`src/rtl/alu_issue_stage_if.sv`:
```
// Handshake/bus bundle for the ALU issue stage: decoded-instruction input side and
// registered ALU-operand output side. slave = the stage, master = its environment.
interface alu_issue_stage_if #(
  parameter int WIDTH = 32
);
  logic             in_valid;
  logic             in_ready;
  logic [31:0]      in_insn;
  logic [WIDTH-1:0] in_rs_data;
  logic [WIDTH-1:0] in_rt_data;

  logic             out_valid;
  logic             out_ready;
  logic [4:0]       out_alu_op;
  logic [4:0]       out_shamt;
  logic [WIDTH-1:0] out_a;
  logic [WIDTH-1:0] out_b;
  logic [4:0]       out_rd;
  logic             out_illegal;

  modport slave (
    input  in_valid, in_insn, in_rs_data, in_rt_data, out_ready,
    output in_ready, out_valid, out_alu_op, out_shamt, out_a, out_b, out_rd, out_illegal
  );

  modport master (
    output in_valid, in_insn, in_rs_data, in_rt_data, out_ready,
    input  in_ready, out_valid, out_alu_op, out_shamt, out_a, out_b, out_rd, out_illegal
  );
endinterface

```
`src/rtl/alu_issue_stage.sv`:
```
// Registered ALU issue stage: decodes the instruction on capture into a main/skid register pair.
// Optional macro ALU_ISSUE_STALL_CNT_EN adds a saturating output-stall counter (stall_cnt).
module alu_issue_stage #(
  parameter int WIDTH = 32,
  parameter int IMM_W = 17
) (
  input  logic              clock,
  input  logic              resetn,
`ifdef ALU_ISSUE_STALL_CNT_EN
  alu_issue_stage_if.slave  bus,
  output logic [31:0]       stall_cnt
`else
  alu_issue_stage_if.slave  bus
`endif
);

  typedef struct packed {
    logic [4:0]       alu_op;
    logic [4:0]       shamt;
    logic [WIDTH-1:0] a;
    logic [WIDTH-1:0] b;
    logic [4:0]       rd;
    logic             illegal;
  } entry_t;

  localparam logic [4:0] OPC_RTYPE = 5'b00000;
  localparam logic [4:0] OPC_ADDI  = 5'b00101;
  localparam logic [4:0] ALU_ADD   = 5'b00000;

  function automatic logic signed [WIDTH-1:0] sext_imm(input logic signed [IMM_W-1:0] imm);
    return {{(WIDTH-IMM_W){imm[IMM_W-1]}}, imm};
  endfunction

  function automatic logic [31:0] sat_inc(input logic [31:0] v);
    return (v == '1) ? v : v + 32'd1;
  endfunction

  entry_t dec;
  entry_t main_q;
  entry_t skid_q;
  logic   main_vld;
  logic   skid_vld;
  logic   accept;
  logic   consume;
  logic   unused_rs_field;

  // rs index is resolved upstream; only its data arrives here
  assign unused_rs_field = ^bus.in_insn[21:17];

  always_comb begin
    dec.alu_op  = ALU_ADD;
    dec.shamt   = 5'd0;
    dec.a       = bus.in_rs_data;
    dec.b       = bus.in_rt_data;
    dec.rd      = bus.in_insn[26:22];
    dec.illegal = 1'b0;
    case (bus.in_insn[31:27])
      OPC_RTYPE: begin
        dec.alu_op = bus.in_insn[6:2];
        dec.shamt  = bus.in_insn[11:7];
      end
      OPC_ADDI: dec.b = sext_imm(bus.in_insn[IMM_W-1:0]);
      default:  dec.illegal = 1'b1;
    endcase
  end

  // in_ready is simply the inverted skid flag, so it is registered by construction
  assign accept  = bus.in_valid && !skid_vld;
  assign consume = main_vld && bus.out_ready;

  // Stage boundary: main register drives the ALU, skid absorbs the one in-flight entry
  always_ff @(posedge clock or negedge resetn) begin
    if (!resetn) begin
      main_vld <= 1'b0;
      skid_vld <= 1'b0;
      main_q   <= '0;
      skid_q   <= '0;
    end else if (consume && skid_vld) begin
      main_q   <= skid_q;
      skid_vld <= 1'b0;
    end else if (accept && (!main_vld || consume)) begin
      main_q   <= dec;
      main_vld <= 1'b1;
    end else if (accept) begin
      skid_q   <= dec;
      skid_vld <= 1'b1;
    end else if (consume) begin
      main_vld <= 1'b0;
    end
  end

  assign bus.in_ready    = !skid_vld;
  assign bus.out_valid   = main_vld;
  assign bus.out_alu_op  = main_q.alu_op;
  assign bus.out_shamt   = main_q.shamt;
  assign bus.out_a       = main_q.a;
  assign bus.out_b       = main_q.b;
  assign bus.out_rd      = main_q.rd;
  assign bus.out_illegal = main_q.illegal;

`ifdef ALU_ISSUE_STALL_CNT_EN
  always_ff @(posedge clock or negedge resetn) begin
    if (!resetn) begin
      stall_cnt <= 32'd0;
    end else if (main_vld && !bus.out_ready) begin
      stall_cnt <= sat_inc(stall_cnt);
    end
  end
`endif

endmodule

```
`src/flat_wrapper.sv`:
```
// flat-port wrapper written by rule: the top's interface ports become plain ports
module alu_issue_stage_flat 
#(
  parameter int WIDTH = 32,
  parameter int IMM_W = 17
)
  (clock, resetn, bus_in_valid, bus_in_insn, bus_in_rs_data, bus_in_rt_data, bus_out_ready, bus_in_ready, bus_out_valid, bus_out_alu_op, bus_out_shamt, bus_out_a, bus_out_b, bus_out_rd, bus_out_illegal);
  alu_issue_stage_if #(.WIDTH(WIDTH)) bus_i ();
  input  logic clock;
  input  logic resetn;
  input wire logic [$bits(bus_i.in_valid)-1:0] bus_in_valid;
  input wire logic [$bits(bus_i.in_insn)-1:0] bus_in_insn;
  input wire logic [$bits(bus_i.in_rs_data)-1:0] bus_in_rs_data;
  input wire logic [$bits(bus_i.in_rt_data)-1:0] bus_in_rt_data;
  input wire logic [$bits(bus_i.out_ready)-1:0] bus_out_ready;
  output wire logic [$bits(bus_i.in_ready)-1:0] bus_in_ready;
  output wire logic [$bits(bus_i.out_valid)-1:0] bus_out_valid;
  output wire logic [$bits(bus_i.out_alu_op)-1:0] bus_out_alu_op;
  output wire logic [$bits(bus_i.out_shamt)-1:0] bus_out_shamt;
  output wire logic [$bits(bus_i.out_a)-1:0] bus_out_a;
  output wire logic [$bits(bus_i.out_b)-1:0] bus_out_b;
  output wire logic [$bits(bus_i.out_rd)-1:0] bus_out_rd;
  output wire logic [$bits(bus_i.out_illegal)-1:0] bus_out_illegal;
  assign bus_i.in_valid = bus_in_valid;
  assign bus_i.in_insn = bus_in_insn;
  assign bus_i.in_rs_data = bus_in_rs_data;
  assign bus_i.in_rt_data = bus_in_rt_data;
  assign bus_i.out_ready = bus_out_ready;
  assign bus_in_ready = bus_i.in_ready;
  assign bus_out_valid = bus_i.out_valid;
  assign bus_out_alu_op = bus_i.out_alu_op;
  assign bus_out_shamt = bus_i.out_shamt;
  assign bus_out_a = bus_i.out_a;
  assign bus_out_b = bus_i.out_b;
  assign bus_out_rd = bus_i.out_rd;
  assign bus_out_illegal = bus_i.out_illegal;
  alu_issue_stage #(.WIDTH(WIDTH), .IMM_W(IMM_W)) u_core (.clock(clock), .resetn(resetn), .bus(bus_i));
endmodule
```
`config.mk`:
```
export PLATFORM = sky130hd
export DESIGN_NAME = alu_issue_stage_flat
export DESIGN_NICKNAME = d
export VERILOG_FILES = /design/src/rtl/alu_issue_stage_if.sv /design/src/rtl/alu_issue_stage.sv /design/src/flat_wrapper.sv
export SDC_FILE = /design/constraint.sdc
export NUM_CORES = 1
export LEC_CHECK = 0
export CAP_MARGIN = 10
export CELL_PAD_IN_SITES_DETAIL_PLACEMENT = 0
export CELL_PAD_IN_SITES_GLOBAL_PLACEMENT = 2
export CORE_MARGIN = 2
export CORE_UTILIZATION = 30
export CTS_CLUSTER_DIAMETER = 200
export DETAILED_ROUTE_END_ITERATION = 7
export PLACE_DENSITY_LB_ADDON = 0.1
export SLEW_MARGIN = 20
export SYNTH_ARGS = -nofsm -noshare
export SYNTH_HDL_FRONTEND = slang
export SYNTH_SLANG_ARGS = --single-unit
```
`constraint.sdc`:
```
create_clock -name clock -period 1.8 [get_ports clock]
set_input_delay 0.45 -clock clock [delete_from_list [all_inputs] [get_ports clock]]
set_output_delay 0.45 -clock clock [all_outputs]
set_load 0.01 [all_outputs]
```
==> results by group <==
Status
  – Failing checks: DRC
  – Outcome: finished with violations

Critical path
  – Setup crit start kind: register
  – Critical Setup Path Class: reg2out
  – CP required: 1.35 ns
  – Worst setup EP type: output pin
  – Worst EP arrival: 1.29 ns
  – Worst-path maximum fanout: 6

Timing
  – # setup viols final: 0
  – Skew final: 0.01069 ns
  – Relative slew margins: 55.05%
  – Max Slew Vio Count: 0
  – Max frequency: 574.4 MHz
  – Min Tclk post-route: 1.741 ns
  – Setup ws final: 0.05901 ns
  – Final-report hold violation count: 0
  – Slew at the pin closest to its max-slew limit: 0.6727 ns
  – Tcrit/Tclk final: 96.72%
  – Tightest hold margin: 0.4744 ns
  – RSZ-0062 raised after global routing: false

Clocking
  – Reg clk slew, reported paths: 0.07 ns
  – Worst skew pair latency: 0.42 ns
  – Clock Path Buffers: 2
  – TritonCTS clock tree: built
  – CTS H-Tree Depth: 4
  – Root buffer cell: clkbuf_16
  – TritonCTS Buffers: 17
  – Clk sinks: 162

Place
  – IO buf count: 176
  – Routability-driven placement congestion ratio: 0.7919
  – Setup WS pre-CTS: -0.4898 ns
  – Placed cells: 1205
  – Post-DP HPWL: 15460 µm

Logic synthesis
  – Syn. warnings: 0
  – Distinct cell type count after synthesis: 35
  – Synth area leader: dfrtp_1
  – Post-synthesis cell count: 708
  – Mean post-synth cell area: 10.07 µm²
  – Post-synthesis cell area: 7132 µm²
  – Synth top area cells: dfrtp_1 57%, nand2_1 11%, a222oi_1 5.2%
  – Post-synth top area share: 56.84%
  – Yosys reg bits: 162
  – Post-synthesis sequential area ratio: 56.84%
  – Syn_nets: 808

Layout
  – Reg area: 4054 µm²
  – Layout cell share with drive strength beyond 1: 14.77%
  – Most frequent cells in the layout: 207 x nand2_1, 162 x dfrtp_1, 90 x clkdlybuf4s50_1, 58 x dlygate4sd2_1, 39 x inv_1
  – Antenna diode count: 0
  – Area of the multi-input gates: 2723 µm²
  – Filler instances: 2266
  – Commonest non-fill, non-tap cell in the layout: nand2_1
  – Layout area overhead: 46.04%
  – # nets final: 1008
  – Final Non-Filler Cells: 1240
  – Fin util: 44.50%

Floorplan
  – Boundary pin count: 182
  – Core Area: 23400 µm²
  – Row count: 56
  – Initial core utilization: 30.47%
  – Die Y: 158.2 µm
  – Die X: 158.2 µm
  – Die Area: 25020 µm²

Route
  – WL/cell: 18.41 µm
  – Drc violations: 1
  – DR vias: 6326
  – Initial DRC Count: 474
  – Via-to-Cell Ratio: 5.102
  – Drt pass-1 iters: 8
  – Post-route ant nets: 0
  – Routed WL: 22830 µm

Flow run
  – Number of max-cap violations: 0

Global routing
  – Initial antenna violation count: 0
  – Gr ovfl total: 0
  – Via count of the first global-routing pass: 6684
  – Wire length of the first global-routing pass: 36550 µm
  – Pin count of the biggest net entering global routing: 48
  – GR Util All Layers: 18.90%

Pwr
  – Peak supply drop: 0.6397 mV
  – Power Density: 1554 nW/µm²
  – Leak pwr: 5.148 nW
  – Overall power: 0.01618 W

Min path
  – HP Class: reg2reg
-- cells by family (layout without fill, tap and decap cells) --
logic type	count (synthesis)	in the layout	share of synthesized area (%)
AO/OA/AOI/OAI	184	184	21.28
buffers and inverters	96	309	5.859
flip-flops	162	162	56.84
multiplexers	10	10	1.404
AND/OR/NAND/NOR	256	256	14.61
-- critical path: stages (launching register included) --
cell,delay [ns]
dfrtp_1,0.45
inv_2,0.12
dlygate4sd2_1,0.29
-- final timing paths --
check,cells after the start,endpoint,slack [ns],startpoint
max in group asynchronous,3,u_core.skid_q[64],0.72,resetn
setup reg to reg,5,u_core.bus.out_b[2],0.07,u_core.skid_vld
min in group asynchronous,2,u_core.bus.out_b[10],0.50,resetn
hold reg to reg,2,u_core.bus.out_b[7],0.47,u_core.bus.out_b[7]
hold / removal,2,u_core.bus.out_b[7],0.47,u_core.bus.out_b[7]
setup / recovery,2,bus_in_ready,0.06,u_core.skid_vld
-- cells in the mapped netlist, drive strengths merged --
cell type	count
nand2	208
dfrtp	162
inv	41
o21ai	39
a222oi	37
a22oi	37
clkbuf	35
o221ai	26
nor2	23
buf	20
a21oi	16
nor3	14
a221o	10
mux2i	10
a311oi	6
a31oi	6
o31ai	6
and2	2
nand2b	2
nand3	2
nor2b	2
or3	2
a22o	1
or2	1
-- state kept, by name, indices dropped and copies added (netlist names) --
signal                  cells
u_core.skid_q              80
u_core.bus.out_a           32
u_core.bus.out_b           32
u_core.bus.out_alu_op       5
u_core.bus.out_rd           5
u_core.bus.out_shamt        5
u_core.bus.out_illegal      1
u_core.bus.out_valid        1
u_core.skid_vld             1
-- routing by layer --
| metal | share of wire, % | up-vias | global-route usage, % |
|---|---|---|---|
| met5 | 0 | - | 0 |
| met4 | 1.2 | 0 | 4.848 |
| met3 | 6.0 | 14 | 4.681 |
| met2 | 49 | 197 | 31.49 |
| met1 | 44 | 3194 | 24.65 |
| li1 | - | 2921 | - |
-- power breakdown --
| group | internal, W | switching, W | total (W) |
|---|---|---|---|
| Clock | 0.00195 | 0.00162 | 0.00357 |
| Sequential | 0.00522 | 0.00103 | 0.00625 |
| Combinational | 0.00306 | 0.00330 | 0.00637 |
| Total | 0.0102 | 0.00595 | 0.0162 |
-- through the flow --
stage / TNS [ns] / cell area, µm²
floorplan: 0 / 7132
global placement: -54.64 / 9787
detailed placement: -58.75 / 9787
CTS: 0 / 10340
global route: 0 / 10420
finish: 0 / 10420
-- what timing repair did --
item | in CTS | in global routing
hold endpoints to repair | 29 | 0
resized for setup | 62 | 31
pin swaps | 2 | 4
setup endpoints to repair | 69 | 100
hold buffers | 1 | 0
setup buffers | 2 | 0
-- layout make-up --
| class | count | area share (%) |
|---|---|---|
| multi-input combinational | 450 | 26.14 |
| clock buffer | 17 | 4.085 |
| sequential | 162 | 38.92 |
| tap | 319 | 3.832 |
| timing repair buffer | 236 | 24.15 |
| clock inverter | 15 | 1.394 |
| inverter | 41 | 1.478 |
Power figures use the tool's default switching activity.
